[src/rtl/psc_timebase_if.sv]
// Prescaler timebase control/status bundle.
// master drives control, slave (the timebase) drives status.
interface psc_timebase_if #(
  parameter int WIDTH = 16
);
  logic             en;
  logic             psc_we;
  logic [WIDTH-1:0] psc_wdata;
  logic             ug;
  logic             tick;
  logic             tgl;
  logic [WIDTH-1:0] psc_cnt;
  logic [WIDTH-1:0] psc_shadow;
  logic             upd_pend;

  modport master (
    output en, psc_we, psc_wdata, ug,
    input  tick, tgl, psc_cnt, psc_shadow, upd_pend
  );

  modport slave (
    input  en, psc_we, psc_wdata, ug,
    output tick, tgl, psc_cnt, psc_shadow, upd_pend
  );
endinterface

[src/rtl/psc_timebase.sv]
// Prescaler timebase: clock-enable tick at divide ratio shadow+1,
// with optional preload buffering of the divide value.
module psc_timebase #(
  parameter int WIDTH      = 16,
  parameter bit PRELOAD_EN = 1'b1
) (
  input logic         clk,
  input logic         rst,
  psc_timebase_if.slave bus
);

  logic [WIDTH-1:0] cnt;
  logic [WIDTH-1:0] shadow;
  logic             tgl_q;
  logic             tick;
  logic             xfer;

  // >= rather than == so a shrinking shadow never causes a full wrap
  assign tick = bus.en & ~bus.ug & (cnt >= shadow);
  assign xfer = tick | bus.ug;

  always_ff @(posedge clk or negedge rst) begin
    if (!rst) begin
      cnt <= '0;
    end else if (bus.ug) begin
      cnt <= '0;
    end else if (bus.en) begin
      cnt <= tick ? '0 : cnt + WIDTH'(1);
    end
  end

  always_ff @(posedge clk or negedge rst) begin
    if (!rst) begin
      tgl_q <= 1'b0;
    end else if (tick) begin
      tgl_q <= ~tgl_q;
    end
  end

  if (PRELOAD_EN) begin : g_pre
    logic [WIDTH-1:0] preload;
    logic             pend;

    // a write racing a transfer lands in preload and stays pending
    always_ff @(posedge clk or negedge rst) begin
      if (!rst) begin
        preload <= '0;
        shadow  <= '0;
        pend    <= 1'b0;
      end else begin
        if (bus.psc_we) preload <= bus.psc_wdata;
        if (xfer)       shadow  <= preload;
        if (bus.psc_we) pend    <= 1'b1;
        else if (xfer)  pend    <= 1'b0;
      end
    end

    assign bus.upd_pend = pend;
  end else begin : g_dir
    always_ff @(posedge clk or negedge rst) begin
      if (!rst) begin
        shadow <= '0;
      end else if (bus.psc_we) begin
        shadow <= bus.psc_wdata;
      end
    end

    assign bus.upd_pend = 1'b0;
  end

  assign bus.tick       = tick;
  assign bus.tgl        = tgl_q;
  assign bus.psc_cnt    = cnt;
  assign bus.psc_shadow = shadow;

endmodule

[src/flat_wrapper.sv]
// flat-port wrapper written by rule: the top's interface ports become plain ports
module psc_timebase_flat 
#(
  parameter int WIDTH      = 16,
  parameter bit PRELOAD_EN = 1'b1
)
  (clk, rst, bus_en, bus_psc_we, bus_psc_wdata, bus_ug, bus_tick, bus_tgl, bus_psc_cnt, bus_psc_shadow, bus_upd_pend);
  psc_timebase_if #(.WIDTH(WIDTH)) bus_i ();
  input logic clk;
  input logic rst;
  input wire logic [$bits(bus_i.en)-1:0] bus_en;
  input wire logic [$bits(bus_i.psc_we)-1:0] bus_psc_we;
  input wire logic [$bits(bus_i.psc_wdata)-1:0] bus_psc_wdata;
  input wire logic [$bits(bus_i.ug)-1:0] bus_ug;
  output wire logic [$bits(bus_i.tick)-1:0] bus_tick;
  output wire logic [$bits(bus_i.tgl)-1:0] bus_tgl;
  output wire logic [$bits(bus_i.psc_cnt)-1:0] bus_psc_cnt;
  output wire logic [$bits(bus_i.psc_shadow)-1:0] bus_psc_shadow;
  output wire logic [$bits(bus_i.upd_pend)-1:0] bus_upd_pend;
  assign bus_i.en = bus_en;
  assign bus_i.psc_we = bus_psc_we;
  assign bus_i.psc_wdata = bus_psc_wdata;
  assign bus_i.ug = bus_ug;
  assign bus_tick = bus_i.tick;
  assign bus_tgl = bus_i.tgl;
  assign bus_psc_cnt = bus_i.psc_cnt;
  assign bus_psc_shadow = bus_i.psc_shadow;
  assign bus_upd_pend = bus_i.upd_pend;
  psc_timebase #(.WIDTH(WIDTH), .PRELOAD_EN(PRELOAD_EN)) u_core (.clk(clk), .rst(rst), .bus(bus_i));
endmodule
[config.mk]
export PLATFORM = sky130hd
export DESIGN_NAME = psc_timebase_flat
export DESIGN_NICKNAME = d
export VERILOG_FILES = /design/src/rtl/psc_timebase_if.sv /design/src/rtl/psc_timebase.sv /design/src/flat_wrapper.sv
export SDC_FILE = /design/constraint.sdc
export NUM_CORES = 1
export LEC_CHECK = 0
export BUFFER_PORTS_ARGS = -buffer_cell sky130_fd_sc_hd__clkbuf_2
export CORE_MARGIN = 2
export CORE_UTILIZATION = 55
export CTS_CLUSTER_SIZE = 20
export DETAILED_ROUTE_END_ITERATION = 7
export PLACE_DENSITY = 0.8
export SLEW_MARGIN = 20
export SYNTH_ARGS = -nofsm -noshare
export SYNTH_HDL_FRONTEND = slang
export SYNTH_SLANG_ARGS = --single-unit
export TNS_END_PERCENT = 1
[constraint.sdc]
create_clock -name clk -period 3.87 [get_ports clk]
set_clock_uncertainty 0.05 [all_clocks]
set_input_delay 0.774 -clock clk [delete_from_list [all_inputs] [get_ports clk]]
set_output_delay 0.774 -clock clk [all_outputs]
set_load 0.03 [all_outputs]
Yosys cells after proc, flatten, opt, wreduce, memory -nomap -nowiden --
Index checks and enable logic that the tools add are counted. Widths: inputs -> output; s select.
Operators by class: add/sub/neg operators 1, multiplexer cells 5, $lt $le $gt $ge 1, bitwise gates (word level) 5, reductions and logical operators 2
Operators by type and width (count):
- $mux 16 | 3
- $add 16x1->16 const B | 1
- $ge 16x16->1 | 1
- $reduce_bool 2->1 | 2
- $and 1x1->1 | 2
- $mux 1 | 2
- $not 1->1 | 2
- $or 1x1->1 | 1
Storage, ports and cells: register bits after elaboration 50, bits of input ports 21, output and inout bits 35, logic and storage cells 19

Logic depth before layout (Yosys ltp) --
depth after elaboration 6, gate-level depth with buffers 9, gate-level depth less buffers 7

Worst setup path before layout --
OpenSTA, ideal clock, no wires.
path kind register to output, start reg u_core.shadow[15] (netlist: u_core.bus.psc_shadow[15]), end out bus_tick, setup slack 923 ps, cell stages (with the launch flop) 7, data arrival time 2123 ps, data required time 3046 ps, buffers on the path 0, path through dfrtp_1 > inv_1 > ha_1 > nand4_2 > nor3_4 > nand4_1 > a31oi_1
On the way: cells in the longest elaborated chain, start to end 2
Ends and longest elaborated chain:
- start: declaration | RTL line psc_timebase.sv:13 | logic [WIDTH-1:0] shadow;
- start signal: assignment | RTL line psc_timebase.sv:52 | if (xfer) shadow <= preload;
- $ge 16x16->1 | RTL line psc_timebase.sv:19 | assign tick = bus.en & ~bus.ug & (cnt >= shadow);
- $and 1x1->1 | RTL line psc_timebase.sv:19
- end: declaration | RTL line flat_wrapper.sv:15 | output wire logic [$bits(bus_i.tick)-1:0] bus_tick;
No other way between the ends.

Worst setup path in the final report --
Ends and elaborated chain as after synthesis.

==> summary.log <==
INFO  synthesis      synth_flop_cell=dfrtp_1
INFO  synthesis      synthDistinctLibCells=40
INFO  sta            transition_at_the_pin_with_the_smallest_max_transition_slack=0.978ns
INFO  setup_path     critical-path-max-stage-delay=0.40ns
INFO  synthesis      syn-num-nets=264
INFO  drt            detailroute.via_count=1848
INFO  global_routing grt_pass1_vias=1821
INFO  drt            vias_per_cell=5.48
INFO  sta            final_critical_path_share_of_the_clock_period=0.821
INFO  synthesis      synthesis.area=2620um^2
INFO  die            die-area=5340um^2
INFO  global_routing pin_count_of_the_biggest_net_entering_global_routing=27
INFO  cts            cts.path.max_buffers=2
INFO  synthesis      synthAdderAreaFrac=0.0811
INFO  setup_path     crit_path_cell_trace=inv_1 -> ha_1 -> nand4_2 -> nor3_4 -> nand4_1 -> a31oi_1 -> clkbuf_2
INFO  setup_path     crit_path_from=u_core.bus.psc_shadow[15]
INFO  synthesis      ys_async_sr_fraction=1.00
INFO  die            floorplan.core_area=4660um^2
INFO  placed_design  hpwl=4010um
INFO  sta            fmaxAchievable=315MHz
INFO  layout         layout-drive-gt1-share=0.360
INFO  setup_path     timing.critical_path.to=bus_tick
INFO  drt            wire_per_inst=15.3um
INFO  synthesis      synth.mux.area_fraction=0.160
INFO  global_routing globalRoute.totalOverflow=0
INFO  setup_path     worst_path_dominant_cell_family=simple AND/OR/NAND/NOR gates
INFO  hold_path      timing.hold.worst_path_depth=1
INFO  hold_path      hold_path.class=register to register
INFO  cts            cts_tree=done
INFO  drt            route.detailed.drc=0
INFO  sta            slew_headroom=0.348
INFO  synthesis      yosys_warnings=0
INFO  global_routing grt_pass1_wl=8620um
INFO  synthesis      synthTopCellsByArea=dfrtp_1, mux2_4, ha_1
INFO  setup_path     timing.critical_path.arrival=2.35ns
INFO  setup_path     timing.critical_path.fanout_max=6
INFO  drt            final_antenna_net_count=0
INFO  pwr            vdd.ir_drop.worst=274uV
INFO  run            max-cap-violations=0
INFO  synthesis      synth_cells=226
INFO  cts            worstSkewPairLatency=0.30ns
INFO  synthesis      combinational_family_with_the_most_area_after_synthesis=multiplexers
INFO  drt            drt_pass1_iterations=4
INFO  pwr            power.leakage=1.51nW
INFO  setup_path     critPathSlowestCell=dfrtp_1
INFO  synthesis      synth_edf_count=0
INFO  die            chipWidth=73.1um
INFO  die            floorplan.die.height=73.1um
INFO  placed_design  globalplace.congestion=0.848
INFO  sta            finalHoldViolations=0
INFO  sta            rsz0062_at_grt=false
INFO  setup_path     worstReg2RegEnd=u_core.bus.psc_shadow[14]
INFO  drt            dr.first_iter.drc_count=102
INFO  cts            cts_repair_resize_count=0
INFO  placed_design  number_of_port_buffers=55
INFO  cts            clk_pin_slew_worst_paths=0.08ns
INFO  setup_path     critPathLaunchType=register
INFO  setup_path     minimum_setup_slack_among_reg_to_reg_paths=1.14ns
INFO  sta            setup-tns-final=0ns
INFO  global_routing antenna_found_initial=0
INFO  cts            cts.htree.levels=2
INFO  cts            clock_sinks=50
INFO  layout         antenna-diode-count=0
INFO  die            site_row_count=25
INFO  die            initial_core_util=0.563
INFO  sta            setup_viol_count_final=0
INFO  layout         synthesis_to_finish_area_growth=15.0%
INFO  synthesis      synth-compound-area-share=0.0458
INFO  global_routing grt_util_all_layers=0.210
INFO  sta            final.min_clock_period=3.18ns
INFO  synthesis      synth_top_cell_area_share=0.477
INFO  cts            cts_post_setup_buffers_inserted=0
INFO  die            top_level_ports=56
INFO  setup_path     worstReg2RegStart=u_core.bus.psc_shadow[15]
INFO  layout         fillCellCount=363
INFO  cts            holdBufCountCts=0
INFO  synthesis      mean_cell_area_of_the_mapped_netlist=11.6um^2
INFO  setup_path     depth_of_the_most_critical_reg_to_reg_path=7
INFO  setup_path     timing.critical_path.required=3.05ns
INFO  setup_path     cp_num_buf_inv=2
INFO  layout         finalNetCount=321
INFO  synthesis      synth_seq_cells=50
INFO  cts            tritoncts.num_buffers=5
INFO  pwr            areal_power_density_over_the_cells=393nW/um^2
INFO  synthesis      synth_xor_area_frac=0.0434
INFO  synthesis      synth.largest_area_cell=dfrtp_1
INFO  setup_path     critPathCaptureType=primary output
INFO  synthesis      synth_seq_area_share=0.477
INFO  setup_path     timing.setup.critical_path_class=register to primary output
INFO  sta            fin_hold_ws=0.423ns
INFO  synthesis      yosys.area_share.simple=0.147
INFO  setup_path     worst-path-stages=7
INFO  sta            finalMaxSlewViolations=0
INFO  cts            clock-root-buffer=clkbuf_8
INFO  status         status=finished clean
INFO  layout         area_taken_by_multi_input_logic_gates=1260um^2
INFO  layout         sequential_cell_area=1250um^2
INFO  drt            wl=5160um
## cells by family (layout without fill, tap and decap cells)
group           after synthesis  in the layout
buf+inv                      25             82
fa+ha+maj                    17             17
mux                          32             32
compound gates               18             18
flops                        50             50
xor+xnor                     13             13
simple gates                 71             71
## per-layer routing
metal	global-route usage	up-vias	part of all wire
li1	-	889	-
met1	0.275	898	0.44
met2	0.357	57	0.52
met3	0.0387	4	0.035
met4	0.0535	0	0.0089
met5	0	-	0
## state kept, by name (all words and copies together) (netlist names)
signal,flops
u_core.bus.psc_shadow,16
u_core.g_pre.preload,16
u_core.bus.tgl,1
u_core.bus.upd_pend,1
u_core.bus.psc_cnt,16
## cell usage after synthesis, drive strengths merged, types with 2 or more instances
master,count
a21oi,7
a31oi,2
buf,5
clkbuf,2
dfrtp,50
ha,17
inv,18
mux2,32
nand2,12
nand2b,8
nand3,6
nand4,9
nor2,21
nor3,5
nor4,2
o21ai,3
o21bai,2
o221ai,2
xnor2,11
xor2,2
## stage by stage
| stage | instance area (um^2) | power [mW] | worst slack, ns | cells | utilization |
|---|---|---|---|---|---|
| final | 3020 | 1.19 | 0.694 | 337 | 0.647 |
| after floorplan | 2620 | 0.826 | 0.923 | 226 | - |
| after detailed placement | 2940 | 0.915 | 1.03 | 330 | 0.630 |
| after CTS | 3020 | 1.20 | 0.682 | 337 | 0.647 |
| after global placement | 2940 | 0.903 | 1.13 | 330 | 0.630 |
| after global routing | 3020 | 1.25 | 0.471 | 337 | 0.647 |
## where the power goes
part / internal [mW] / leakage, nW / switching [mW] / total (mW)
clock network: 0.122 / 0.0438 / 0.161 / 0.282
logic: 0.123 / 0.846 / 0.166 / 0.289
registers: 0.573 / 0.620 / 0.0408 / 0.614
total: 0.818 / 1.51 / 0.367 / 1.19
## cells in the final DEF, fill, tap and decap left out, types with 4 or more instances in the layout
cell type / instances
nor2_1: 21
dfrtp_1: 50
xnor2_1: 11
mux2_4: 16
ha_1: 17
inv_1: 18
nand2b_1: 7
clkbuf_2: 55
a21oi_1: 7
nand4_1: 8
nand3_1: 6
mux2_2: 16
clkbuf_8: 5
nand2_1: 11
nor3_1: 4
## worst min path at each step
stage / startpoint / end / slack [ns]
after floorplan: rst / u_core.bus.psc_cnt[0] / 0.43
after global placement: u_core.bus.tgl / u_core.bus.tgl / 0.41
after detailed placement: u_core.bus.tgl / u_core.bus.tgl / 0.41
after CTS: u_core.bus.tgl / u_core.bus.tgl / 0.42
after global routing: u_core.bus.tgl / u_core.bus.tgl / 0.45
final: u_core.bus.tgl / u_core.bus.tgl / 0.42
## layout make-up
| cell class | instances | share of cell area |
|---|---|---|
| flip-flops and latches | 50 | 0.415 |
| multi-input cells | 151 | 0.418 |
| clock buffers | 5 | 0.0228 |
| inverters | 18 | 0.0224 |
| repair buffers | 57 | 0.0962 |
| well taps | 54 | 0.0224 |
| clock inverters | 2 | 0.00332 |
## worst register-to-register path, stage by stage (launching register included)
cell	delay (ns)
dfrtp_1	0.40
inv_1	0.06
ha_1	0.34
nand4_2	0.17
nor3_4	0.25
nand4_1	0.16
a31oi_4	0.82
mux2_4	0.38
(Power assumes the default switching activity.)
